[config.mk]
export PLATFORM = sky130hd
export DESIGN_NAME = sprite_anim_addr_gen
export DESIGN_NICKNAME = d
export VERILOG_FILES = /design/src/rtl/sprite_anim_addr_gen.sv
export SDC_FILE = /design/constraint.sdc
export NUM_CORES = 1
export LEC_CHECK = 0
export BUFFER_PORTS_ARGS = -buffer_cell sky130_fd_sc_hd__buf_4
export CAP_MARGIN = 10
export CORE_MARGIN = 2
export CORE_UTILIZATION = 58
export DETAILED_ROUTE_END_ITERATION = 8
export MAX_ROUTING_LAYER = met4
export PLACE_DENSITY = 0.88
export REMOVE_ABC_BUFFERS = 1
export SLEW_MARGIN = 20
export SYNTH_ARGS = -nofsm -noshare
export SYNTH_HDL_FRONTEND = slang
export SYNTH_SLANG_ARGS = --single-unit
[constraint.sdc]
create_clock -name vga_clk -period 5.2 [get_ports vga_clk]
set_input_delay 1.3 -clock vga_clk [delete_from_list [all_inputs] [get_ports vga_clk]]
set_output_delay 1.3 -clock vga_clk [all_outputs]
set_load 0.01 [all_outputs]
[src/rtl/sprite_anim_addr_gen.sv]
// ----------------------------------------------------------------------------
// sprite_anim_addr_gen
//
// Upstream stage of the sprite ROM / palette pixel path. Places one
// multi-frame sprite (frames stacked back-to-back in a single ROM) at a
// screen position, runs a play-once animation advanced by frame_start, and
// produces a pipelined ROM address plus a sprite_hit flag aligned with the
// ROM data that the downstream colour stage registers one clock later.
//
// Ports:
//   vga_clk      pixel clock, all state on posedge
//   reset_n      asynchronous active-low reset
//   DrawX/DrawY  current pixel column/row
//   frame_start  one-cycle pulse per frame (vertical blank)
//   pos_x/pos_y  sprite top-left position, latched on frame_start
//   trigger      one-cycle pulse starting the animation
//   face_left    (SPRITE_HFLIP_EN only) horizontal mirror, latched on frame_start
//   rom_address  sprite ROM address, 2 cycles after DrawX/DrawY
//   sprite_hit   pixel inside sprite box, 3 cycles after DrawX/DrawY
//   anim_frame   animation frame being displayed
//   busy         animation playing
//   anim_done    animation finished, holding last frame
//
// Optional feature macro: SPRITE_HFLIP_EN (adds face_left and mirroring).
// ----------------------------------------------------------------------------
module sprite_anim_addr_gen #(
    parameter int SPR_W      = 50,
    parameter int SPR_H      = 64,
    parameter int NUM_FRAMES = 4,
    parameter int FRAME_HOLD = 6,
    parameter int ADDR_W     = 14,
    localparam int FW        = (NUM_FRAMES > 1) ? $clog2(NUM_FRAMES) : 1
) (
    input  logic              vga_clk,
    input  logic              reset_n,
    input  logic [9:0]        DrawX,
    input  logic [9:0]        DrawY,
    input  logic              frame_start,
    input  logic [9:0]        pos_x,
    input  logic [9:0]        pos_y,
    input  logic              trigger,
`ifdef SPRITE_HFLIP_EN
    input  logic              face_left,
`endif
    output logic [ADDR_W-1:0] rom_address,
    output logic              sprite_hit,
    output logic [FW-1:0]     anim_frame,
    output logic              busy,
    output logic              anim_done
);

    localparam int CW = (FRAME_HOLD > 1) ? $clog2(FRAME_HOLD) : 1;
    localparam logic [CW-1:0]     LAST_HOLD  = CW'(FRAME_HOLD - 1);
    localparam logic [FW-1:0]     LAST_FRAME = FW'(NUM_FRAMES - 1);
    localparam logic [ADDR_W-1:0] FRAME_SIZE = ADDR_W'(SPR_W * SPR_H);
    localparam logic [ADDR_W-1:0] ROW_SIZE   = ADDR_W'(SPR_W);

    typedef enum logic [1:0] {IDLE, PLAY, HOLD} state_t;

    state_t        state;
    logic [CW-1:0] hold_cnt;

    logic [9:0] px;
    logic [9:0] py;
`ifdef SPRITE_HFLIP_EN
    logic       face_left_r;
`endif

    logic signed [10:0] lx;
    logic signed [10:0] ly;
    logic               in_box;

    logic [9:0]         lx_r;
    logic [9:0]         ly_r;
    logic               in_box_r;
    logic               hit_pipe;

    logic [ADDR_W-1:0]  col;
    logic [ADDR_W-1:0]  addr_next;

    // Position (and facing) only change at frame_start so a frame is never
    // drawn half at the old place and half at the new one.
    always_ff @(posedge vga_clk or negedge reset_n) begin
        if (!reset_n) begin
            px <= '0;
            py <= '0;
`ifdef SPRITE_HFLIP_EN
            face_left_r <= 1'b0;
`endif
        end else if (frame_start) begin
            px <= pos_x;
            py <= pos_y;
`ifdef SPRITE_HFLIP_EN
            face_left_r <= face_left;
`endif
        end
    end

    // Sprite-local coordinates. The 11-bit signed range covers any
    // DrawX - px, so a negative result simply means left of/above the box.
    always_comb begin
        lx     = $signed({1'b0, DrawX}) - $signed({1'b0, px});
        ly     = $signed({1'b0, DrawY}) - $signed({1'b0, py});
        in_box = !lx[10] && (lx[9:0] < 10'(SPR_W)) &&
                 !ly[10] && (ly[9:0] < 10'(SPR_H));
    end

    // Stage-2 address arithmetic. anim_frame only moves during vertical
    // blank, so using its live value here never splits a frame.
    always_comb begin
        col = ADDR_W'(lx_r);
`ifdef SPRITE_HFLIP_EN
        if (face_left_r)
            col = ADDR_W'(SPR_W - 1) - ADDR_W'(lx_r);
`endif
        addr_next = ADDR_W'(anim_frame) * FRAME_SIZE
                  + ADDR_W'(ly_r) * ROW_SIZE
                  + col;
    end

    // Three-stage pixel pipeline: local coords, ROM address, hit flag.
    // sprite_hit trails rom_address by one cycle to line up with ROM data.
    always_ff @(posedge vga_clk or negedge reset_n) begin
        if (!reset_n) begin
            lx_r        <= '0;
            ly_r        <= '0;
            in_box_r    <= 1'b0;
            rom_address <= '0;
            hit_pipe    <= 1'b0;
            sprite_hit  <= 1'b0;
        end else begin
            lx_r        <= lx[9:0];
            ly_r        <= ly[9:0];
            in_box_r    <= in_box;
            rom_address <= in_box_r ? addr_next : '0;
            hit_pipe    <= in_box_r;
            sprite_hit  <= hit_pipe;
        end
    end

    // Play-once animation. A trigger in IDLE/HOLD restarts from frame 0 and
    // swallows a coincident frame_start; while playing, trigger is ignored.
    always_ff @(posedge vga_clk or negedge reset_n) begin
        if (!reset_n) begin
            state      <= IDLE;
            anim_frame <= '0;
            hold_cnt   <= '0;
            busy       <= 1'b0;
            anim_done  <= 1'b0;
        end else begin
            case (state)
                IDLE, HOLD: begin
                    if (trigger) begin
                        state      <= PLAY;
                        anim_frame <= '0;
                        hold_cnt   <= '0;
                        busy       <= 1'b1;
                        anim_done  <= 1'b0;
                    end
                end
                PLAY: begin
                    if (frame_start) begin
                        if (hold_cnt == LAST_HOLD) begin
                            hold_cnt <= '0;
                            if (anim_frame == LAST_FRAME) begin
                                state     <= HOLD;
                                busy      <= 1'b0;
                                anim_done <= 1'b1;
                            end else begin
                                anim_frame <= anim_frame + 1'b1;
                            end
                        end else begin
                            hold_cnt <= hold_cnt + 1'b1;
                        end
                    end
                end
                default: begin
                    state      <= IDLE;
                    anim_frame <= '0;
                    hold_cnt   <= '0;
                    busy       <= 1'b0;
                    anim_done  <= 1'b0;
                end
            endcase
        end
    end

endmodule

### Word level (Yosys, flattened, before mapping)

Index checks and enable logic that the tools add are counted.

| storage, ports and cells | value |
|---|---|
| flip-flop bits (word level) | 66 |
| bits of input ports | 44 |
| logic and storage cells | 67 |

| cells by class | value |
|---|---|
| add/sub/neg operators | 6 |
| multiply operators | 2 |
| order comparisons | 2 |
| equal/unequal tests | 9 |
| muxes and demuxes | 25 |
| reduce and logical (&&, ||, !) cells | 10 |

Operator list:

| operator | count |
|---|---|
| subtractor 10 x 10 -> 11 bit | 2 |
| two-way mux 2 bit | 8 |
| adder 14 x 10 -> 14 bit | 1 |
| adder 14 bit | 1 |
| two-way mux 14 bit | 1 |
| multiplier 10 x 5 -> 13 bit, second input constant | 1 |
| < comparator 10 x 6 -> 1 bit, second input constant | 1 |
| < comparator 10 x 7 -> 1 bit, second input constant | 1 |
| != test 2 bit, second input constant | 5 |
| two-way mux 3 bit | 3 |
| two-way mux 1 bit | 8 |
| case mux 2 bit (2 select lines) | 2 |
| AND reduction 4 bit | 2 |
| multiplier 2 x 5 -> 7 bit, second input constant | 1 |
| case mux 3 bit (2 select lines) | 1 |
| == test 2 bit, second input constant | 2 |
| case mux 1 bit (2 select lines) | 2 |
| adder 3 x 1 -> 3 bit, second input constant | 1 |
| == test 3 bit, second input constant | 1 |
| logical AND 1 bit | 3 |
| adder 2 x 1 -> 2 bit, second input constant | 1 |
| == test 2 x 1 -> 1 bit, second input constant | 1 |
| logical NOT 1 bit | 2 |
| logical NOT 2 bit | 1 |
| other kinds (2) | 2 |

### Logic depth before layout (Yosys ltp)

| depth | value |
|---|---|
| word-level depth | 5 |
| gate-level depth with buffers | 18 |

### Worst setup path before layout

OpenSTA, ideal clock, no wires.

| timing path | value |
|---|---|
| kind | register to register |
| start | register ly_r[2] |
| end | register rom_address[13] |
| setup time | 0.119 ns |
| arrival | 3.822 ns |
| required time | 5.081 ns |
| slack | 1.259 ns |
| cell stages (with the launch flop) | 17 |
| period minus slack after synthesis | 3.941 ns |
| cells stage by stage | dfrtp_1 > ha_1 > ha_1 > fa_1 > ha_1 > nor2b_1 > o2111a_1 > or3_1 > xor2_1 > ha_1 > ha_1 > o21ai_0 > nand2b_1 > a21oi_1 > a21oi_1 > xnor2_1 > and2_1 |

| between the ends | value |
|---|---|
| word-level cells in the longest chain between the ends | 4 |

RTL lines:

| element | line | RTL |
|---|---|---|
| from (decl) | 74 | `logic [9:0] ly_r;` |
| from (signal assigned) | 133 | `ly_r <= ly[9:0];` |
| multiplier 10 x 5 -> 13 bit | 117 | `+ ADDR_W'(ly_r) * ROW_SIZE` |
| adder 14 bit | 117 |  |
| adder 14 x 10 -> 14 bit | 118 | `+ col;` |
| two-way mux 14 bit | 135 | `rom_address <= in_box_r ? addr_next : '0;` |
| to (signal assigned) | 135 |  |
| to (decl) | 45 | `output logic [ADDR_W-1:0] rom_address,` |

No other way between the ends.
A chain may end at the register's enable or synchronous reset.

### Worst setup path after layout

| timing path | value |
|---|---|
| start | register ly_r[3] |
| end | register rom_address[13] |

Same word-level chain as after synthesis.

==> results.yml <==
drt:
  ant_nets: 0
  vias: 3361
  drcViolationCount: 0
  firstDrtPassIters: 4
  wirelength_um: 8740
  drt-vias-per-instance: 5.39
  drt_iter0_markers: 152
  wl_per_cell_um: 14.0
cts:
  cts_setup_buffers: 0
  cts_tree: "yes"
  cts_made_buffers: 9
  cts_root_buf: "clkbuf_8"
  cts_max_path_buffers: 2
  hold_buffers: 0
  clk_pin_slew_ns: 0.07
  cts_resized: 0
  cts.sinks: 65
  clock_latency_ns: 0.34
  htree_levels: 3
yosys:
  synth_compound_area_frac: 0.131
  synth_top_family_by_area: "adder cells"
  syn_inst: 452
  yosys_warnings: 0
  synth_cell_types: 45
  ys_seq_area_frac: 0.365
  synthMuxAreaShare: 0.00758
  synthXorXnorAreaFrac: 0.0668
  synthesis.area_um2: 4460
  ys_seq_elements: 65
  syn_avg_cell_area_um2: 9.86
  synthAdderAreaFrac: 0.247
  yosys.area_share.simple: 0.126
timing:
  final_max_slew_viol_count: 0
  max_freq_mhz: 234
  finClkSkew_ns: 0.00490
  whs_ns: 0.356
  tns_ns: 0
  rsz0062_at_grt: "false"
  fin_crit_sh: 0.821
  finalSetupViolations: 0
  setup_slack_ns: 0.930
  fin_crit_ns: 4.27
  tightest_slew_ns: 0.765
  slew_headroom: 0.490
  hold_violations: 0
layout:
  antenna_cells: 0
  fin_util: 0.712
  fillers: 562
  synthToLayoutAreaGrowth_pct: 17.1
  drive_above_1_share: 0.175
  nNetsFinal: 646
worst_setup_path:
  end_kind: "flip-flop"
  worst-path-buf-inv: 2
  slowest_stage: "fa_1"
  cp-start-kind: "flip-flop"
  cp_slowest_stage_delay_ns: 0.49
  cp_cell_sequence: "ha_1, ha_1, inv_1, fa_1, inv_1, ha_1, nor2b_1, o21a_1, nor4_1, or3b_2, xnor2_1, ha_1, ha_1, nor4_1, a21oi_1, xnor2_1, and2_1"
  required_ns: 5.44
  r2r-end: "rom_address[13]"
  crit_type: "reg2reg"
  r2r-start: "ly_r[3]"
  crit_family: "adder cells"
  rrSetupSlack_ns: 0.93
  cp.arrival_ns: 4.51
  critPathMostFrequentCell: "ha_1"
  worstRegToRegCells: 17
  worstPathMaxFanout: 4
status:
  status: "completed"
min_path:
  hold_class: "reg2reg"
  hp-start: "hit_pipe"
  whs_path_depth: 0
  min_to: "sprite_hit"
global_routing:
  grt-ovfl-total: 0
  antenna_found_initial: 0
  grt_pass1_wl_um: 14900
  grt.total_usage: 0.232
  grt_max_degree: 66
  grt_pass1_vias: 3388
floorplan:
  fp.coreArea_um2: 7330
  fp.dieArea_um2: 8400
  io_pins: 63
  die_h_um: 91.7
  start_util: 0.608
  fp-row-count: 31
  dieWidth_um: 91.7
placement:
  hpwlAfterDp_um: 6780
  preCtsSetupSlack_ns: 0.982
  gp_congestion: 0.908
  io_buffers: 62
flow_run:
  maxCapViolCount: 0
per-stage QoR:
step	area, um2	instances
floorplan	4440	447
CTS	5220	624
global route	5220	624
detailed placement	5030	608
finish	5220	624
global placement	5030	608
cell families after synthesis:
logic type	Yosys count
adder cells (fa/ha/maj)	82
AO/OA/AOI/OAI	92
XOR/XNOR	34
multiplexers	3
buffers and inverters	67
flip-flops	65
AND/OR/NAND/NOR	109
synthesized netlist by cell type (all sizes together):
cell     number  share of area
a211oi        3         0.0062
a21o          3         0.0053
o22ai         3         0.0056
or2           3         0.0042
o21a         11          0.019
o2111ai       2         0.0039
nor2         22          0.019
nor3          7         0.0079
and3b         1         0.0020
ha           72           0.20
o311a         1         0.0022
clkbuf        5         0.0042
o31a          2         0.0039
a31oi         1         0.0014
mux2          3         0.0076
o31ai         2         0.0034
nor4b         1         0.0034
or3           2         0.0028
nand2        33          0.028
or3b          1         0.0020
nand3b        1         0.0017
and2         11          0.015
xnor2        28          0.055
fa           10          0.045
nor3b         4         0.0067
o21ai        40          0.045
o41ai         3         0.0076
nand2b        5         0.0070
o21bai        1         0.0017
dfrtp        65           0.36
o211ai        2         0.0034
nand3         4         0.0045
or4           1         0.0025
o2111a        2         0.0051
nor4          3         0.0056
a21oi        16          0.018
nor2b        10          0.014
xor2          6          0.012
inv          62          0.052
worst reg2reg max path: cells and delay by family (launching register included):
family	cells	cell delay, ns
AO/OA/AOI/OAI	2	0.28
XOR/XNOR	2	0.27
adder cells (fa/ha/maj)	6	1.91
buffers and inverters	2	0.10
flip-flops	1	0.42
AND/OR/NAND/NOR	5	1.17
sequential cells by signal (all words and copies together) (netlist names):
register / cells
sprite_hit: 1
rom_address: 14
anim_frame: 2
ly_r: 10
anim_done: 1
py: 10
busy: 1
px: 10
state: 1
lx_r: 10
hold_cnt: 3
in_box_r: 1
hit_pipe: 1
per-layer routing:
metal | global-route usage | share of wire | up-vias | wire (um)
li1 | - | - | 1665 | -
met1 | 0.260 | 0.41 | 1586 | 3600
met2 | 0.398 | 0.52 | 83 | 4520
met3 | 0.0551 | 0.041 | 27 | 357
met4 | 0.0960 | 0.031 | 0 | 269
met5 | - | 0 | - | 0
layout by cell type, fill, tap and decap left out, drive strengths merged, types with 2 or more instances in the layout:
master / instances
a211oi: 3
a21o: 3
a21oi: 16
and2: 11
buf: 62
clkbuf: 12
clkinv: 3
dfrtp: 65
fa: 10
ha: 72
inv: 62
mux2: 3
nand2: 33
nand2b: 5
nand3: 4
nor2: 22
nor2b: 10
nor3: 7
nor3b: 4
nor4: 3
o2111a: 2
o2111ai: 2
o211ai: 2
o21a: 11
o21ai: 40
o22ai: 3
o31a: 2
o31ai: 2
o41ai: 3
or2: 3
or3: 2
xnor2: 28
xor2: 6
how the worst max path moves through the flow:
stage	start	to	slack, ns	cells past startpoint
global placement	ly_r[2]	rom_address[13]	1.14	16
floorplan	ly_r[2]	rom_address[13]	1.26	16
global route	ly_r[3]	rom_address[13]	0.66	17
detailed placement	ly_r[2]	rom_address[11]	0.98	15
CTS	ly_r[3]	rom_address[13]	0.95	17
finish	ly_r[3]	rom_address[13]	0.93	17
cell type report:
class,instances,area [um2],share of cell area
repair buffers,62,465,0.0892
clock inverters,4,26.3,0.00503
flip-flops and latches,65,1630,0.312
clock buffers,12,165,0.0316
multi-input cells,320,2580,0.494
well taps,99,124,0.0237
inverters,62,233,0.0446
Power is not shown: default switching activity piles up to over one toggle a cycle in this logic, so the estimate is an artifact.
